## src/rtl/hdmi_text_axi_slave.sv

```systemverilog
// hdmi_text_axi_slave: AXI4-Lite slave over the 600-word text VRAM and the colour register.
// Define VRAM_READBACK_EN to build the read channel; without it every read answers SLVERR.
module hdmi_text_axi_slave #(
  parameter int C_S_AXI_DATA_WIDTH = 32,
  parameter int C_S_AXI_ADDR_WIDTH = 12
) (
  input  logic                            S_AXI_ACLK,
  input  logic                            S_AXI_ARESETN,
  input  logic [C_S_AXI_ADDR_WIDTH-1:0]   S_AXI_AWADDR,
  input  logic                            S_AXI_AWVALID,
  output logic                            S_AXI_AWREADY,
  input  logic [C_S_AXI_DATA_WIDTH-1:0]   S_AXI_WDATA,
  input  logic [C_S_AXI_DATA_WIDTH/8-1:0] S_AXI_WSTRB,
  input  logic                            S_AXI_WVALID,
  output logic                            S_AXI_WREADY,
  output logic [1:0]                      S_AXI_BRESP,
  output logic                            S_AXI_BVALID,
  input  logic                            S_AXI_BREADY,
  input  logic [C_S_AXI_ADDR_WIDTH-1:0]   S_AXI_ARADDR,
  input  logic                            S_AXI_ARVALID,
  output logic                            S_AXI_ARREADY,
  output logic [C_S_AXI_DATA_WIDTH-1:0]   S_AXI_RDATA,
  output logic [1:0]                      S_AXI_RRESP,
  output logic                            S_AXI_RVALID,
  input  logic                            S_AXI_RREADY,
  output logic [9:0]                      mem_addr,
  output logic [31:0]                     mem_wdata,
  output logic [3:0]                      mem_we,
  output logic                            mem_en,
  input  logic [31:0]                     mem_rdata,
  output logic [31:0]                     ctrl
);
  localparam logic [9:0]  VRAM_WORDS = 10'd600;
  localparam logic [31:0] CTRL_RST   = 32'h01FF_E000;
  localparam logic [1:0]  OKAY       = 2'b00;
  localparam logic [1:0]  SLVERR     = 2'b10;

  logic        r_live, r_aw_held, r_w_held, r_bvalid, r_rvalid;
  logic [9:0]  r_aw_idx;
  logic [31:0] r_wdata, r_ctrl;
  logic [3:0]  r_wstrb;
  logic [1:0]  r_bresp, r_rresp;
  logic        w_wr_go, w_wr_vram, w_rd_mem, w_ar_hs, w_unused;
  logic [9:0]  w_rd_idx;

  // r_live keeps every ready low until the first edge after reset release
  assign S_AXI_AWREADY = r_live & ~r_aw_held & ~r_bvalid;
  assign S_AXI_WREADY  = r_live & ~r_w_held & ~r_bvalid;
  assign w_wr_go       = r_aw_held & r_w_held;
  assign w_wr_vram     = w_wr_go & (r_aw_idx < VRAM_WORDS);
  assign w_ar_hs       = S_AXI_ARVALID & S_AXI_ARREADY;

  assign mem_en    = w_wr_vram | w_rd_mem;
  assign mem_we    = w_wr_vram ? r_wstrb : 4'h0;
  assign mem_addr  = w_wr_vram ? r_aw_idx : w_rd_mem ? w_rd_idx : 10'h0;
  assign mem_wdata = w_wr_vram ? r_wdata : 32'h0;

  assign S_AXI_BVALID = r_bvalid;
  assign S_AXI_BRESP  = r_bresp;
  assign S_AXI_RVALID = r_rvalid;
  assign S_AXI_RRESP  = r_rresp;
  assign ctrl         = r_ctrl;

  always_ff @(posedge S_AXI_ACLK or negedge S_AXI_ARESETN) begin
    if (!S_AXI_ARESETN) begin
      r_live    <= 1'b0;
      r_aw_held <= 1'b0;
      r_w_held  <= 1'b0;
      r_bvalid  <= 1'b0;
      r_bresp   <= OKAY;
      r_aw_idx  <= '0;
      r_wdata   <= '0;
      r_wstrb   <= '0;
      r_ctrl    <= CTRL_RST;
    end else begin
      r_live <= 1'b1;
      if (S_AXI_AWVALID && S_AXI_AWREADY) begin
        r_aw_held <= 1'b1;
        r_aw_idx  <= S_AXI_AWADDR[11:2];
      end
      if (S_AXI_WVALID && S_AXI_WREADY) begin
        r_w_held <= 1'b1;
        r_wdata  <= S_AXI_WDATA;
        r_wstrb  <= S_AXI_WSTRB;
      end
      if (w_wr_go) begin
        r_aw_held <= 1'b0;
        r_w_held  <= 1'b0;
        r_bvalid  <= 1'b1;
        r_bresp   <= (r_aw_idx <= VRAM_WORDS) ? OKAY : SLVERR;
      end else if (r_bvalid && S_AXI_BREADY) begin
        r_bvalid <= 1'b0;
      end
      if (w_wr_go && r_aw_idx == VRAM_WORDS)
        for (int i = 0; i < 4; i++)
          if (r_wstrb[i]) r_ctrl[8*i +: 8] <= r_wdata[8*i +: 8];
    end
  end

`ifdef VRAM_READBACK_EN
  logic        r_ar_pend, r_cap, w_rd_issue;
  logic [9:0]  r_ar_idx;
  logic [31:0] r_rdata;

  assign S_AXI_ARREADY = r_live & ~r_ar_pend & ~r_cap & ~r_rvalid;
  // a VRAM read yields the port to a coinciding write and issues one cycle later
  assign w_rd_issue    = r_ar_pend & ~(w_wr_vram & (r_ar_idx < VRAM_WORDS));
  assign w_rd_mem      = w_rd_issue & (r_ar_idx < VRAM_WORDS);
  assign w_rd_idx      = r_ar_idx;
  assign S_AXI_RDATA   = r_rdata;
  assign w_unused      = ^{S_AXI_AWADDR[1:0], S_AXI_ARADDR[1:0]};

  always_ff @(posedge S_AXI_ACLK or negedge S_AXI_ARESETN) begin
    if (!S_AXI_ARESETN) begin
      r_ar_pend <= 1'b0;
      r_ar_idx  <= '0;
      r_cap     <= 1'b0;
      r_rvalid  <= 1'b0;
      r_rdata   <= '0;
      r_rresp   <= OKAY;
    end else begin
      if (w_ar_hs) begin
        r_ar_pend <= 1'b1;
        r_ar_idx  <= S_AXI_ARADDR[11:2];
      end
      if (w_rd_issue) begin
        r_ar_pend <= 1'b0;
        r_cap     <= 1'b1;
      end
      if (r_cap) begin
        r_cap    <= 1'b0;
        r_rvalid <= 1'b1;
        r_rdata  <= (r_ar_idx < VRAM_WORDS) ? mem_rdata : (r_ar_idx == VRAM_WORDS) ? r_ctrl : 32'h0;
        r_rresp  <= (r_ar_idx <= VRAM_WORDS) ? OKAY : SLVERR;
      end else if (r_rvalid && S_AXI_RREADY) begin
        r_rvalid <= 1'b0;
      end
    end
  end
`else
  assign S_AXI_ARREADY = r_live & ~r_rvalid;
  assign w_rd_mem      = 1'b0;
  assign w_rd_idx      = 10'h0;
  assign S_AXI_RDATA   = '0;
  assign w_unused      = ^{S_AXI_AWADDR[1:0], S_AXI_ARADDR, mem_rdata};

  always_ff @(posedge S_AXI_ACLK or negedge S_AXI_ARESETN) begin
    if (!S_AXI_ARESETN) begin
      r_rvalid <= 1'b0;
      r_rresp  <= OKAY;
    end else if (w_ar_hs) begin
      r_rvalid <= 1'b1;
      r_rresp  <= SLVERR;
    end else if (r_rvalid && S_AXI_RREADY) begin
      r_rvalid <= 1'b0;
    end
  end
`endif
endmodule

```

## config.mk

```make
export PLATFORM = sky130hd
export DESIGN_NAME = hdmi_text_axi_slave
export DESIGN_NICKNAME = d
export VERILOG_FILES = /design/src/rtl/hdmi_text_axi_slave.sv
export SDC_FILE = /design/constraint.sdc
export NUM_CORES = 1
export LEC_CHECK = 0
export CAP_MARGIN = 0
export CORE_ASPECT_RATIO = 1.1
export CORE_MARGIN = 10
export CORE_UTILIZATION = 35
export DETAILED_ROUTE_END_ITERATION = 16
export GPL_TIMING_DRIVEN = 0
export HOLD_SLACK_MARGIN = 0.03
export PLACE_DENSITY = 0.81
export SLEW_MARGIN = 25
export SYNTH_ARGS = -nofsm -noshare
export SYNTH_HDL_FRONTEND = slang
export SYNTH_SLANG_ARGS = --single-unit
```

## constraint.sdc

```tcl
create_clock -name S_AXI_ACLK -period 1.7 [get_ports S_AXI_ACLK]
set_clock_uncertainty 0.2 [all_clocks]
set_input_delay 0.17 -clock S_AXI_ACLK [delete_from_list [all_inputs] [get_ports S_AXI_ACLK]]
set_output_delay 0.17 -clock S_AXI_ACLK [all_outputs]
set_load 0.01 [all_outputs]
```

==> results.yml, run 1 <==
outcome:
  status: "complete, but fails checks"
  violations: "negative setup slack"
timing:
  grt_setup_unrepaired: "yes"
  max_freq_ghz: 0.470
  finalSetupViolations: 117
  finalSetupTns_ps: -31120
  final.period_utilization_pct: 125
  worst_slack_ps: -428
  clock_period_minus_final_worst_setup_slack_ps: 2130
  whs_ps: 125
  report.final.hold_viol_count: 0
  slew_viol_final: 0
synth:
  syn_avg_cell_area_um2: 13.1
  postSynthCellCount: 301
  synth-seq-cells: 85
  syn-cell-area_um2: 3950
  post_synth_num_cell_types: 29
  yosys_warnings: 0
  synth_seq_area_share_pct: 54.2
floorplanning:
  io_pins: 219
  floorplan.die.width_um: 121
  floorplan.die.height_um: 131
  floorplan.initialDensity_pct: 36.1
  placement_rows: 40
  die_area_um2: 15900
  placeableCoreArea_um2: 11000
cts:
  cts.htree.levels: 3
  cts.reportedPaths.clkPinSlew_ps: 70
  clock_path_buffers: 2
  sink_count: 85
  cts.root.buffer_cell: "clkbuf_16"
  cts_buffers: 9
  cts_tree: "yes"
  clkLatencyLatePin_ps: 330
layout:
  syn_to_final_growth_pct: 66.3
  multi_input_comb_area_um2: 1870
  num_antenna_cells: 0
  layout.cells.most_common: "clkdlybuf4s50_1"
  mostFrequentLayoutCells: "74 x clkdlybuf4s50_1, 72 x dfrtp_1, 47 x buf_4"
  layout_cell_share_with_drive_strength_beyond_1_pct: 51.4
  final.fill_count: 895
  area.sequential_um2: 2140
  nets: 613
  finish.utilization_pct: 60.0
power:
  p_per_area_nw_per_um2: 1330
  combinationalPowerShare_pct: 40.2
  p_clk_share_pct: 23.4
  power.share.switching_pct: 30.6
  power_switching_w: 0.00266
  power.internal_w: 0.00605
  irDropWorstVdd_v: 0.000564
  leakagePower_nw: 3.26
  share_of_power_burned_in_registers_pct: 36.4
setup_path:
  critical_path_buf_inv_count: 2
  crit_path_end_kind: "primary output"
  crit_required_ps: 1330
  timing.critical_path.to: "mem_we[2]"
  crit_start_category: "register"
  regToRegEndpoint: "r_wdata[19]$_DFFE_PN0P_"
  critical_path.startpoint: "r_aw_idx[7]$_DFFE_PN0P_"
  critical_path.reg2reg.startpoint: "r_w_held$_DFFE_PN0P_"
  crit_path_cell_trace: "and4bb_4 -> o21ai_4 -> clkbuf_8 -> a21boi_2 -> buf_2"
  critical_path.max_stage_delay_ps: 400
  crit_fanout: 7
  ff2ff_setup_slack_ps: -280
  worst_path_max_delay_cell: "and4bb_4"
  worstSetupPathType: "register to primary output"
  worstPathArrival_ps: 1760
  reg2regPathDepth: 7
  worstSetupPathDepth: 5
  cpLargestDelayFamily: "simple AND/OR/NAND/NOR gates"
place:
  gp_congestion: 0.742
  place.detailed.hpwl_um: 8660
  count_of_input_and_output_buffers: 138
global_route:
  first_global_vias: 3320
  overflow: 0
  busiest_layer: "met2"
  grtUsageMet2_pct: 26.7
  grtUsageTotal_pct: 15.5
  antenna_violations_before_repair: 0
  grt_pass1_wl_um: 19400
  maximum_number_of_pins_on_one_net_before_global_route_repair: 55
  grt_util_met1_pct: 17.6
  global_route.usage.met3_pct: 5.01
routing:
  ant_nets: 0
  drcViolationCount: 0
  drt_wl_total_um: 12800
  drt_iter0_markers: 66
  post_drt_via_cell_ratio: 4.55
  detailroute.via_count: 3032
  avgRoutedWirePerCell_um: 19.2
  drt-pass1-iter-count: 4
worst_hold_path:
  hp-class: "input pin to async pin"
flow_run:
  max_cap_viol_count: 0
[area by class of cell]
cell class	instances	area share, %
Multi-Input combinational cell	191	28.4
Clock buffer	13	4.11
Tap cell	147	2.80
Timing Repair Buffer	170	24.1
Buffer	49	6.82
Inverter	8	0.457
Clock inverter	3	0.647
Sequential cell	85	32.6
[synth_stat cells]
cell type	instances	share of area, %
clkbuf_1	11	1.0
nor2_1	3	0.28
nand3b_1	1	0.19
nor2b_1	1	0.16
buf_6	3	0.85
nand2b_1	1	0.16
and3_1	1	0.16
a21boi_0	42	8.0
and2_1	1	0.16
o21ai_0	5	0.63
and4b_1	1	0.25
inv_1	8	0.76
buf_2	2	0.25
nand2_1	8	0.76
nor4bb_1	1	0.25
dfstp_2	12	8.0
a211o_2	1	0.25
conb_1	2	0.19
buf_4	35	6.6
nor4b_4	1	0.60
nand4_2	4	1.3
o22ai_1	1	0.16
nor3b_1	1	0.19
and4bb_2	1	0.32
mux2_2	74	21
a21oi_1	3	0.38
dfrtp_1	73	46
a21o_1	3	0.57
o21ai_2	1	0.22
[layer usage]
layer	wire (µm)	vias up
met4	149	0
met1	5050	1516
met3	946	9
li1	-	1403
met5	0	-
met2	6630	104
[cell families after synthesis]
family	Yosys count	share of synthesized area (%)
simple gates	25	4.75
flops	85	54.2
buf+inv	59	9.56
compound gates	56	10.2
mux	74	21.1
other cells	2	0.190
[power groups by stage]
stage	sequential (W)	clock (W)	combinational (W)
3_3_place_gp	0.00311	0	0.00246
3_5_place_dp	0.00317	0	0.00252
4_1_cts	0.00314	0.00207	0.00329
6_report	0.00317	0.00204	0.00351
5_1_grt	0.00327	0.00217	0.00375
2_1_floorplan	0.00303	0	0.00146
[what timing repair did]
| action | in CTS | in global routing |
|---|---|---|
| endpoints found under the setup margin | 132 | 126 |
| endpoints found under the hold margin | 82 | 0 |
| gates cloned | 8 | 0 |
| buffers inserted | 17 | 8 |
| resized for setup | 341 | 50 |
| hold buffers | 1 | 0 |
| pin swaps | 36 | 7 |
[state kept, by name, indices dropped and copies added, names as in the netlist, 4 cells and up]
signal,flops
r_aw_idx,10
r_wstrb,4
ctrl,32
r_wdata,32
[worst register-to-register path: cells and delay by family (launching register included)]
family	cells	cell delay (ps)
buf+inv	4	510
flops	1	400
mux	1	300
simple gates	2	450
[how the worst min path moves through the flow]
stage / from / to / cells after the start
after global placement: S_AXI_RRESP[1]$_DFFE_PN0P_ / S_AXI_RRESP[1]$_DFFE_PN0P_ / 1
after global routing: S_AXI_ARESETN / r_wdata[30]$_DFFE_PN0P_ / 2
after detailed placement: S_AXI_ARESETN / ctrl[30]$_DFFE_PN0P_ / 1
after floorplan: S_AXI_ARESETN / S_AXI_BRESP[1]$_DFFE_PN0P_ / 0
final: S_AXI_ARESETN / r_wdata[30]$_DFFE_PN0P_ / 2
after CTS: S_AXI_ARESETN / ctrl[30]$_DFFE_PN0P_ / 2
[metrics by stage]
stage | total power [W] | instances | cell area, µm² | setup WS [ps]
6_report | 0.00871 | 666 | 6570 | -428
4_1_cts | 0.00850 | 661 | 6420 | -410
5_1_grt | 0.00918 | 666 | 6570 | -462
3_3_place_gp | 0.00558 | 619 | 5650 | -2750
3_5_place_dp | 0.00569 | 620 | 5680 | -909
2_1_floorplan | 0.00449 | 334 | 4090 | -77.7
No activity file was read; power rests on OpenSTA's default activity.
==> inputs of run 2 (changes only) <==
--- a/config.mk
+++ b/config.mk
@@ -13,6 +13,7 @@
 export GPL_TIMING_DRIVEN = 0
 export HOLD_SLACK_MARGIN = 0.03
 export PLACE_DENSITY = 0.81
+export SKIP_CTS_REPAIR_TIMING = 1
 export SLEW_MARGIN = 25
 export SYNTH_ARGS = -nofsm -noshare
 export SYNTH_HDL_FRONTEND = slang
==> run 2 against run 1 <==
  * The flow still finishes with violations (negative setup slack)
  * First-iteration DRC count rose by 7.6%
  * Register-to-register slack improved by 20 ps
  * Cell count fell by 1.1%
  * Via count fell by 2.4%
  * Largest cell class unchanged
  * Highest routed layer unchanged
==> results.yml, run 2 (same netlist as run 1, synthesis figures left out) <==
setup_path:
  regToRegEndpoint: "r_wdata[3]$_DFFE_PN0P_"
  critical_path.max_stage_delay_ps: 380
  crit_path_end_kind: "primary output"
  worst_path_max_delay_cell: "dfrtp_1"
  crit_required_ps: 1330
  reg2regPathDepth: 7
  crit_start_category: "register"
  crit_path_cell_trace: "and4bb_4 -> o21ai_4 -> buf_6 -> a21boi_2 -> buf_2"
  ff2ff_setup_slack_ps: -260
  cpLargestDelayFamily: "flip-flops"
  critical_path_buf_inv_count: 2
  crit_fanout: 10
  worstSetupPathType: "register to primary output"
  worstPathArrival_ps: 1700
  critical_path.reg2reg.startpoint: "r_w_held$_DFFE_PN0P_"
cts:
  clock_path_buffers: 2
  sink_count: 85
  clkLatencyLatePin_ps: 330
  cts_tree: "yes"
  cts.reportedPaths.clkPinSlew_ps: 60
  cts.root.buffer_cell: "clkbuf_16"
  cts.htree.levels: 3
  cts_buffers: 9
floorplanning:
  io_pins: 219
  placement_rows: 40
  placeableCoreArea_um2: 11000
  die_area_um2: 15900
  floorplan.die.width_um: 121
  floorplan.initialDensity_pct: 36.1
  floorplan.die.height_um: 131
timing:
  finalSetupTns_ps: -25040
  clock_period_minus_final_worst_setup_slack_ps: 2070
  finalSetupViolations: 117
  worst_slack_ps: -374
  max_freq_ghz: 0.482
  final.period_utilization_pct: 122
  slew_viol_final: 0
  report.final.hold_viol_count: 0
  grt_setup_unrepaired: "yes"
global_route:
  first_global_vias: 3170
  grtUsageTotal_pct: 14.0
  antenna_violations_before_repair: 0
  grt_pass1_wl_um: 17800
  overflow: 0
  maximum_number_of_pins_on_one_net_before_global_route_repair: 55
layout:
  mostFrequentLayoutCells: "74 x clkdlybuf4s50_1, 70 x dfrtp_1, 69 x mux2_2"
  final.fill_count: 891
  syn_to_final_growth_pct: 59.9
  finish.utilization_pct: 57.6
  nets: 606
  layout_cell_share_with_drive_strength_beyond_1_pct: 49.6
  num_antenna_cells: 0
  layout.cell_area.non_filler_um2: 6320
  final_cell_count_no_fill: 659
  layout.cells.most_common: "clkdlybuf4s50_1"
routing:
  post_drt_via_cell_ratio: 4.49
  drt_wl_total_um: 12000
  ant_nets: 0
  drt-pass1-iter-count: 4
  avgRoutedWirePerCell_um: 18.3
  drt_iter0_markers: 71
  drcViolationCount: 0
  detailroute.via_count: 2960
outcome:
  violations: "negative setup slack"
  status: "complete, but fails checks"
place:
  gp_congestion: 0.742
  count_of_input_and_output_buffers: 138
  dp.cells: 620
  place.detailed.hpwl_um: 8660
  placement.cell_area_um2: 5680
flow_run:
  max_cap_viol_count: 0
worst_hold_path:
  hp-class: "input pin to async pin"
power:
  irDropWorstVdd_v: 0.000546
  leakagePower_nw: 3.25
  p_per_area_nw_per_um2: 1280
[run 2: metal layers]
metal / wire (µm) / GRT usage (%) / up-vias / part of all wire, %
li1: - / - / 1391 / -
met1: 4720 / 15.2 / 1457 / 39
met2: 6200 / 24.1 / 104 / 51
met3: 992 / 5.53 / 8 / 8.2
met4: 132 / 4.38 / 0 / 1.1
met5: 0 / 0 / - / 0
[run 2: how the worst max path moves through the flow]
stage                            startpoint              endpoint  slack, ps  cells after the start
finish              r_aw_idx[8]$_DFFE_PN0P_             mem_we[2]       -370                      5
global route        r_aw_idx[8]$_DFFE_PN0P_           mem_addr[6]       -420                      5
CTS                    r_w_held$_DFFE_PN0P_             mem_we[2]      -1280                      6
detailed placement     r_w_held$_DFFE_PN0P_             mem_we[2]       -910                      6
global placement              S_AXI_ARESETN  ctrl[10]$_DFFE_PN0P_      -2750                      1
floorplan           r_aw_idx[7]$_DFFE_PN0P_         mem_wdata[25]        -80                      5
[run 2: through the flow]
stage	total power, W	hold slack, ps	worst slack (ps)
global placement	0.00558	251	-2750
CTS	0.00774	-414	-1280
global route	0.00856	165	-424
floorplan	0.00449	-326	-77.7
detailed placement	0.00569	-55.4	-909
finish	0.00810	125	-374
[run 2: worst register-to-register path: cells and delay by family, from the launching register on]
kind	cells	cell delay, ps
muxes	1	330
and+or+nand+nor	2	380
buffers and inverters	4	510
DFF	1	440
[run 2: report_power, final]
part | internal (W) | switching, W | total (W)
logic | 0.00170 | 0.00120 | 0.00290
clock network | 0.00126 | 0.000775 | 0.00203
registers | 0.00266 | 0.000516 | 0.00317
[run 2: cell type report]
class	instances	area, µm²	share of cell area, %
flip-flops and latches	85	2150	34.0
multi-input cells	190	1700	26.9
repair buffers	164	1510	23.8
plain buffers	49	443	7.01
clock buffers	13	270	4.28
well taps	147	184	2.91
clock inverters	3	42.5	0.673
inverters	8	30.0	0.475
